<file path="src/rtl/nibble_serial_adder_pkg.sv">
// Shared types and constants for the nibble-serial adder.
package nibble_serial_adder_pkg;

    // Width of one processed slice of the operands.
    localparam int NIBBLE_W = 4;

    // Control states of the serial adder.
    typedef enum logic [1:0] {
        IDLE = 2'd0,
        RUN  = 2'd1,
        DONE = 2'd2
    } state_t;

endpackage

</file>
<file path="src/rtl/nibble_serial_adder_if.sv">
// Operand/result bundle between the operand source and the serial adder.
// Handshake: start is sampled on every rising clk edge and is accepted only
// while busy is low; x/y are captured on that same edge and ignored otherwise.
// done is a one-cycle strobe marking z/carry as final; z/carry then hold until
// the next accepted start. dbg_state mirrors the internal FSM state.
interface nibble_serial_adder_if
    import nibble_serial_adder_pkg::*;
#(
    parameter int WIDTH = 16
);
    logic             start;
    logic [WIDTH-1:0] x;
    logic [WIDTH-1:0] y;
    logic             busy;
    logic             done;
    logic [WIDTH-1:0] z;
    logic             carry;
    state_t           dbg_state;

    modport master (
        output start, x, y,
        input  busy, done, z, carry, dbg_state
    );

    modport slave (
        input  start, x, y,
        output busy, done, z, carry, dbg_state
    );
endinterface

</file>
<file path="src/rtl/nibble_serial_adder_nibble_adder_ci.sv">
// 4-bit ripple-carry adder with carry in, built from single-bit full adders.

module full_adder (
    input  logic a,
    input  logic b,
    input  logic cin,
    output logic s,
    output logic cout
);
    assign s    = a ^ b ^ cin;
    assign cout = (a & b) | (cin & (a ^ b));
endmodule

module nibble_adder_ci
    import nibble_serial_adder_pkg::*;
(
    input  logic [NIBBLE_W-1:0] a,
    input  logic [NIBBLE_W-1:0] b,
    input  logic                cin,
    output logic [NIBBLE_W-1:0] s,
    output logic                cout
);
    // w_c[k] is the carry into bit k; w_c[NIBBLE_W] leaves the nibble.
    logic [NIBBLE_W:0] w_c;

    assign w_c[0] = cin;
    assign cout   = w_c[NIBBLE_W];

    for (genvar g = 0; g < NIBBLE_W; g++) begin : g_bit
        full_adder u_fa (
            .a    (a[g]),
            .b    (b[g]),
            .cin  (w_c[g]),
            .s    (s[g]),
            .cout (w_c[g+1])
        );
    end
endmodule

</file>
<file path="src/rtl/nibble_serial_adder.sv">
// Multi-cycle WIDTH-bit adder: one nibble per clock, LSB first, with the
// nibble carry registered between cycles. A single nibble adder is shared.
module nibble_serial_adder
    import nibble_serial_adder_pkg::*;
#(
    parameter int WIDTH = 16
) (
    input  logic                   clk,
    input  logic                   reset,
    nibble_serial_adder_if.slave   bus
);
    localparam int NIBBLES = WIDTH / NIBBLE_W;
    localparam int IDX_W   = (NIBBLES > 1) ? $clog2(NIBBLES) : 1;
    localparam logic [IDX_W-1:0] LAST_IDX = IDX_W'(NIBBLES - 1);

    state_t                r_state;
    state_t                w_next;
    logic [WIDTH-1:0]      r_xa;
    logic [WIDTH-1:0]      r_ya;
    logic [WIDTH-1:0]      r_z;
    logic                  r_cin;
    logic                  r_carry;
    logic [IDX_W-1:0]      r_idx;
    logic                  w_accept;
    logic                  w_last;
    logic [NIBBLE_W-1:0]   w_a;
    logic [NIBBLE_W-1:0]   w_b;
    logic [NIBBLE_W-1:0]   w_s;
    logic                  w_cout;

    // Nibble selection from the latched operands.
    assign w_last = (r_idx == LAST_IDX);
    assign w_a    = r_xa[r_idx*NIBBLE_W +: NIBBLE_W];
    assign w_b    = r_ya[r_idx*NIBBLE_W +: NIBBLE_W];

    nibble_adder_ci u_nibble (
        .a    (w_a),
        .b    (w_b),
        .cin  (r_cin),
        .s    (w_s),
        .cout (w_cout)
    );

    // State register.
    always_ff @(posedge clk or posedge reset) begin
        if (reset) begin
            r_state <= IDLE;
        end else begin
            r_state <= w_next;
        end
    end

    // Next state and start acceptance; start is ignored while in RUN.
    always_comb begin
        w_next   = r_state;
        w_accept = 1'b0;
        case (r_state)
            IDLE: begin
                if (bus.start) begin
                    w_accept = 1'b1;
                    w_next   = RUN;
                end
            end
            RUN: begin
                if (w_last) begin
                    w_next = DONE;
                end
            end
            DONE: begin
                if (bus.start) begin
                    w_accept = 1'b1;
                    w_next   = RUN;
                end else begin
                    w_next = IDLE;
                end
            end
            default: begin
                w_next = IDLE;
            end
        endcase
    end

    // Datapath: capture operands on accept, then fold one nibble per RUN cycle.
    always_ff @(posedge clk or posedge reset) begin
        if (reset) begin
            r_xa    <= '0;
            r_ya    <= '0;
            r_z     <= '0;
            r_cin   <= 1'b0;
            r_carry <= 1'b0;
            r_idx   <= '0;
        end else if (w_accept) begin
            r_xa    <= bus.x;
            r_ya    <= bus.y;
            r_cin   <= 1'b0;
            r_carry <= 1'b0;
            r_idx   <= '0;
        end else if (r_state == RUN) begin
            r_z[r_idx*NIBBLE_W +: NIBBLE_W] <= w_s;
            r_cin <= w_cout;
            if (w_last) begin
                r_carry <= w_cout;
                r_idx   <= '0;
            end else begin
                r_idx   <= r_idx + 1'b1;
            end
        end
    end

    assign bus.busy      = (r_state == RUN);
    assign bus.done      = (r_state == DONE);
    assign bus.z         = r_z;
    assign bus.carry     = r_carry;
    assign bus.dbg_state = r_state;
endmodule

</file>
<file path="src/flat_wrapper.sv">
// flat-port wrapper written by rule: the top's interface ports become plain ports
module nibble_serial_adder_flat import nibble_serial_adder_pkg::*;
#(
    parameter int WIDTH = 16
)
  (clk, reset, bus_start, bus_x, bus_y, bus_busy, bus_done, bus_z, bus_carry, bus_dbg_state);
  nibble_serial_adder_if #(.WIDTH(WIDTH)) bus_i ();
  input  logic clk;
  input  logic reset;
  input wire logic [$bits(bus_i.start)-1:0] bus_start;
  input wire logic [$bits(bus_i.x)-1:0] bus_x;
  input wire logic [$bits(bus_i.y)-1:0] bus_y;
  output wire logic [$bits(bus_i.busy)-1:0] bus_busy;
  output wire logic [$bits(bus_i.done)-1:0] bus_done;
  output wire logic [$bits(bus_i.z)-1:0] bus_z;
  output wire logic [$bits(bus_i.carry)-1:0] bus_carry;
  output wire logic [$bits(bus_i.dbg_state)-1:0] bus_dbg_state;
  assign bus_i.start = bus_start;
  assign bus_i.x = bus_x;
  assign bus_i.y = bus_y;
  assign bus_busy = bus_i.busy;
  assign bus_done = bus_i.done;
  assign bus_z = bus_i.z;
  assign bus_carry = bus_i.carry;
  assign bus_dbg_state = bus_i.dbg_state;
  nibble_serial_adder #(.WIDTH(WIDTH)) u_core (.clk(clk), .reset(reset), .bus(bus_i));
endmodule
</file>
<file path="config.mk">
export PLATFORM = sky130hd
export DESIGN_NAME = nibble_serial_adder_flat
export DESIGN_NICKNAME = d
export VERILOG_FILES = /design/src/rtl/nibble_serial_adder_pkg.sv /design/src/rtl/nibble_serial_adder_if.sv /design/src/rtl/nibble_serial_adder_nibble_adder_ci.sv /design/src/rtl/nibble_serial_adder.sv /design/src/flat_wrapper.sv
export SDC_FILE = /design/constraint.sdc
export NUM_CORES = 1
export LEC_CHECK = 0
export ABC_AREA = 1
export CORE_MARGIN = 2
export CORE_UTILIZATION = 50
export CTS_CLUSTER_DIAMETER = 50
export CTS_CLUSTER_SIZE = 10
export DETAILED_ROUTE_END_ITERATION = 8
export GPL_TIMING_DRIVEN = 0
export MAX_ROUTING_LAYER = met4
export PLACE_DENSITY = 0.87
export SETUP_SLACK_MARGIN = 0.5
export SKIP_CTS_REPAIR_TIMING = 1
export SLEW_MARGIN = 15
export SYNTH_ARGS = -nofsm -noshare
export SYNTH_HDL_FRONTEND = slang
export SYNTH_SLANG_ARGS = --single-unit
</file>
<file path="constraint.sdc">
create_clock -name clk -period 4.1 [get_ports clk]
set_input_delay 0.82 -clock clk [delete_from_list [all_inputs] [get_ports clk]]
set_output_delay 0.82 -clock clk [all_outputs]
set_load 0.01 [all_outputs]
</file>
==> flow_summary.yaml <==
status:
  status: "completed"
sta:
  fin_crit_ns: 3.06
  setup_tns_ns: 0
  slew_headroom: 0.692
  rsz0062_at_grt: "no"
  fmax_mhz: 327
  tightest_slew_ns: 0.462
  setup_violations: 0
  min_period_over_period: 0.746
  worst_slack_ns: 1.04
  finalHoldViolCount: 0
  slew_violations: 0
  clock_skew_ns: 0.00708
worst_setup_path:
  worstSetupStartpointType: "flop"
  path_max_fanout: 12
  r2r-start: "u_core.r_idx[0]$_DFFE_PP0P_"
  path_class: "flop to flop"
  critPathArrivalTime_ns: 3.26
  end_kind: "flop"
  required_ns: 4.30
  rrSetupSlack_ns: 1.04
  critPathLaunch: "u_core.r_idx[0]$_DFFE_PP0P_"
  worstRegToRegCells: 15
detailed_routing:
  dr.pass1.iters: 4
  routed-via-count: 2304
  routed_wirelength_um: 5620
  vias_per_cell: 5.01
  drc: 0
  antenna_left: 0
  wl_per_cell_um: 12.2
  drtIter0Drc: 153
logic_synthesis:
  synth_area_leaders: "dfrtp_1, nand2_1, nand3_1"
  netlist_instances: 327
  postSynth.asyncResetShare: 1.00
  ys_warn_count: 0
  synth_edf_count: 0
  synth-xor-area-share: 0
  yosysSeqAreaShare: 0.509
  synth_simple_gate_area_frac: 0.312
  synthTopCellsByCount: "nand2_1, dfrtp_1, nand3_1"
  synth_mux_area_frac: 0
  synth.top_cell.area_share: 0.509
  synth_nets: 372
  yosysUniqueCellTypes: 19
  ys_seq_elements: 54
  synth_ff_type: "dfrtp_1"
  synth-compound-area-share: 0.0509
  synthAdderAreaFrac: 0.0584
  syn_area_um2: 2660
  syn_area_per_cell_um2: 8.12
  yosysTopAreaCell: "dfrtp_1"
  synth_top_family_by_area: "simple AND/OR/NAND/NOR gates"
  yosysMostFrequentCell: "nand2_1"
floorplan:
  start_util: 0.520
  die_area_um2: 5910
  fp.dieW_um: 76.9
  die_h_um: 76.9
  io_pins: 56
  rows: 26
  coreArea_um2: 5110
global_routing:
  grt_pass1_wl_um: 9840
  grt.total_usage: 0.213
  antenna_found_initial: 0
  grt_pass1_vias: 2372
  grt.overflow.total: 0
  grt_max_degree: 39
power_and_ir_drop:
  switchingPower_mw: 1.15
  power.share.clock: 0.114
  seqPwrFrac: 0.340
  power_switching_share: 0.440
  power.density_nw_per_um2: 769
  vdd_drop_max_uv: 401
  internal_power_mw: 1.46
  combPwrFrac: 0.546
  p_leak_nw: 1.74
clock_network:
  clock-sinks: 54
  htree_levels: 2
  numCtsBuffers: 5
  clk_latency_ns: 0.31
  cts_tree: "built"
  root_buffer: "clkbuf_8"
  clock_path_buffers: 2
  clk_pin_slew_worst_paths_ns: 0.09
run:
  drv_cap: 0
finish:
  seq_area_um2: 1350
  nets: 434
  multi_input_area_um2: 1120
  area_growth_pct: 27.8
  drive_gt1_frac: 0.0641
  diodes: 0
  fill_cells: 459
placed_design:
  place.gp.congestion: 0.895
  place_hpwl_um: 4390
  io_buffers: 54
  post-place-ws_ns: 1.05
worst_hold_path:
  hp-class: "flop to flop"
  hold_path.startpoint: "u_core.r_ya[7]$_DFFE_PP0P_"
  hold_depth: 2
==> path summary, 6_finish.rpt <==
| kind | end |
|---|---|
| hold / removal | u_core.r_ya[7]$_DFFE_PP0P_ |
| setup / recovery | u_core.bus.z[15]$_DFFE_PP0P_ |
| min in group asynchronous | u_core.bus.z[5]$_DFFE_PP0P_ |
| setup reg to reg | u_core.bus.z[15]$_DFFE_PP0P_ |
| max in group asynchronous | u_core.r_ya[13]$_DFFE_PP0P_ |
| hold reg to reg | u_core.r_ya[7]$_DFFE_PP0P_ |
==> worst max-delay path, stage by stage (launching register included) <==
cell     delay [ns]
dfrtp_1        0.41
buf_2          0.18
inv_1          0.09
buf_2          0.25
nand2_1        0.08
nand3_1        0.08
nand2_1        0.08
fa_1           0.41
fa_1           0.36
inv_1          0.08
fa_1           0.18
fa_1           0.47
nand3_1        0.13
inv_1          0.04
nand2_1        0.06
nand2_1        0.05
==> per-stage QoR <==
step	instances	power (mW)	util	hold slack [ns]	cell area, um2
6_report	460	2.61	0.665	0.480	3400
5_1_grt	460	2.85	0.665	0.498	3400
3_5_place_dp	452	2.33	0.647	0.459	3300
4_1_cts	460	2.63	0.665	0.482	3400
3_3_place_gp	451	2.27	0.643	0.455	3280
2_1_floorplan	327	1.86	-	0.437	2660
==> cell type report <==
| cell class | count | share of cell area |
|---|---|---|
| Sequential cell | 54 | 0.398 |
| Multi-Input combinational cell | 232 | 0.329 |
| Timing Repair Buffer | 55 | 0.165 |
| Inverter | 26 | 0.0295 |
| Tap cell | 70 | 0.0258 |
| Clock buffer | 7 | 0.0254 |
| Buffer | 15 | 0.0254 |
| Clock inverter | 1 | 0.00147 |
==> state kept, by name, summed over array words and instances, names as in the netlist <==
name,cells
u_core.bus.carry,1
u_core.r_idx,2
u_core.bus.z,16
u_core.bus.dbg_state,2
u_core.r_cin,1
u_core.r_xa,16
u_core.r_ya,16
==> layer usage <==
| metal | vias up | wire [um] | part of all wire | track usage |
|---|---|---|---|---|
| met5 | - | 0 | 0 | - |
| met2 | 71 | 2940 | 0.52 | 0.363 |
| met1 | 1070 | 2320 | 0.41 | 0.247 |
| li1 | 1155 | - | - | - |
| met4 | 0 | 80 | 0.014 | 0.0745 |
| met3 | 8 | 278 | 0.049 | 0.0494 |
==> logic make-up (layout without fill, tap and decap cells) <==
logic type	count (synthesis)	count (layout)
simple gates	198	198
compound gates	24	24
flops	54	54
buf+inv	41	104
fa+ha+maj	10	10
==> cells in the final DEF (no fill, tap or decap) <==
master / instances
dfrtp_1: 54
nand2_1: 126
nor2_8: 1
clkbuf_1: 3
o21ai_1: 1
o211ai_1: 6
buf_6: 1
buf_2: 9
nor2_1: 22
clkbuf_8: 6
nand3_1: 47
nand4_1: 1
inv_2: 1
o21ai_0: 11
inv_4: 1
a21oi_1: 6
fa_1: 4
inv_1: 24
buf_12: 1
clkdlybuf4s50_1: 54
ha_1: 6
clkinv_2: 1
nand2_4: 1
buf_4: 3
==> power groups by stage <==
stage,sequential (mW),combinational (mW),clock (mW)
global placement,0.887,1.38,0
global route,0.917,1.61,0.325
floorplan,0.893,0.969,0
CTS,0.887,1.43,0.306
finish,0.887,1.43,0.298
detailed placement,0.898,1.43,0
Note: power is estimated with default switching activity, not from simulation.
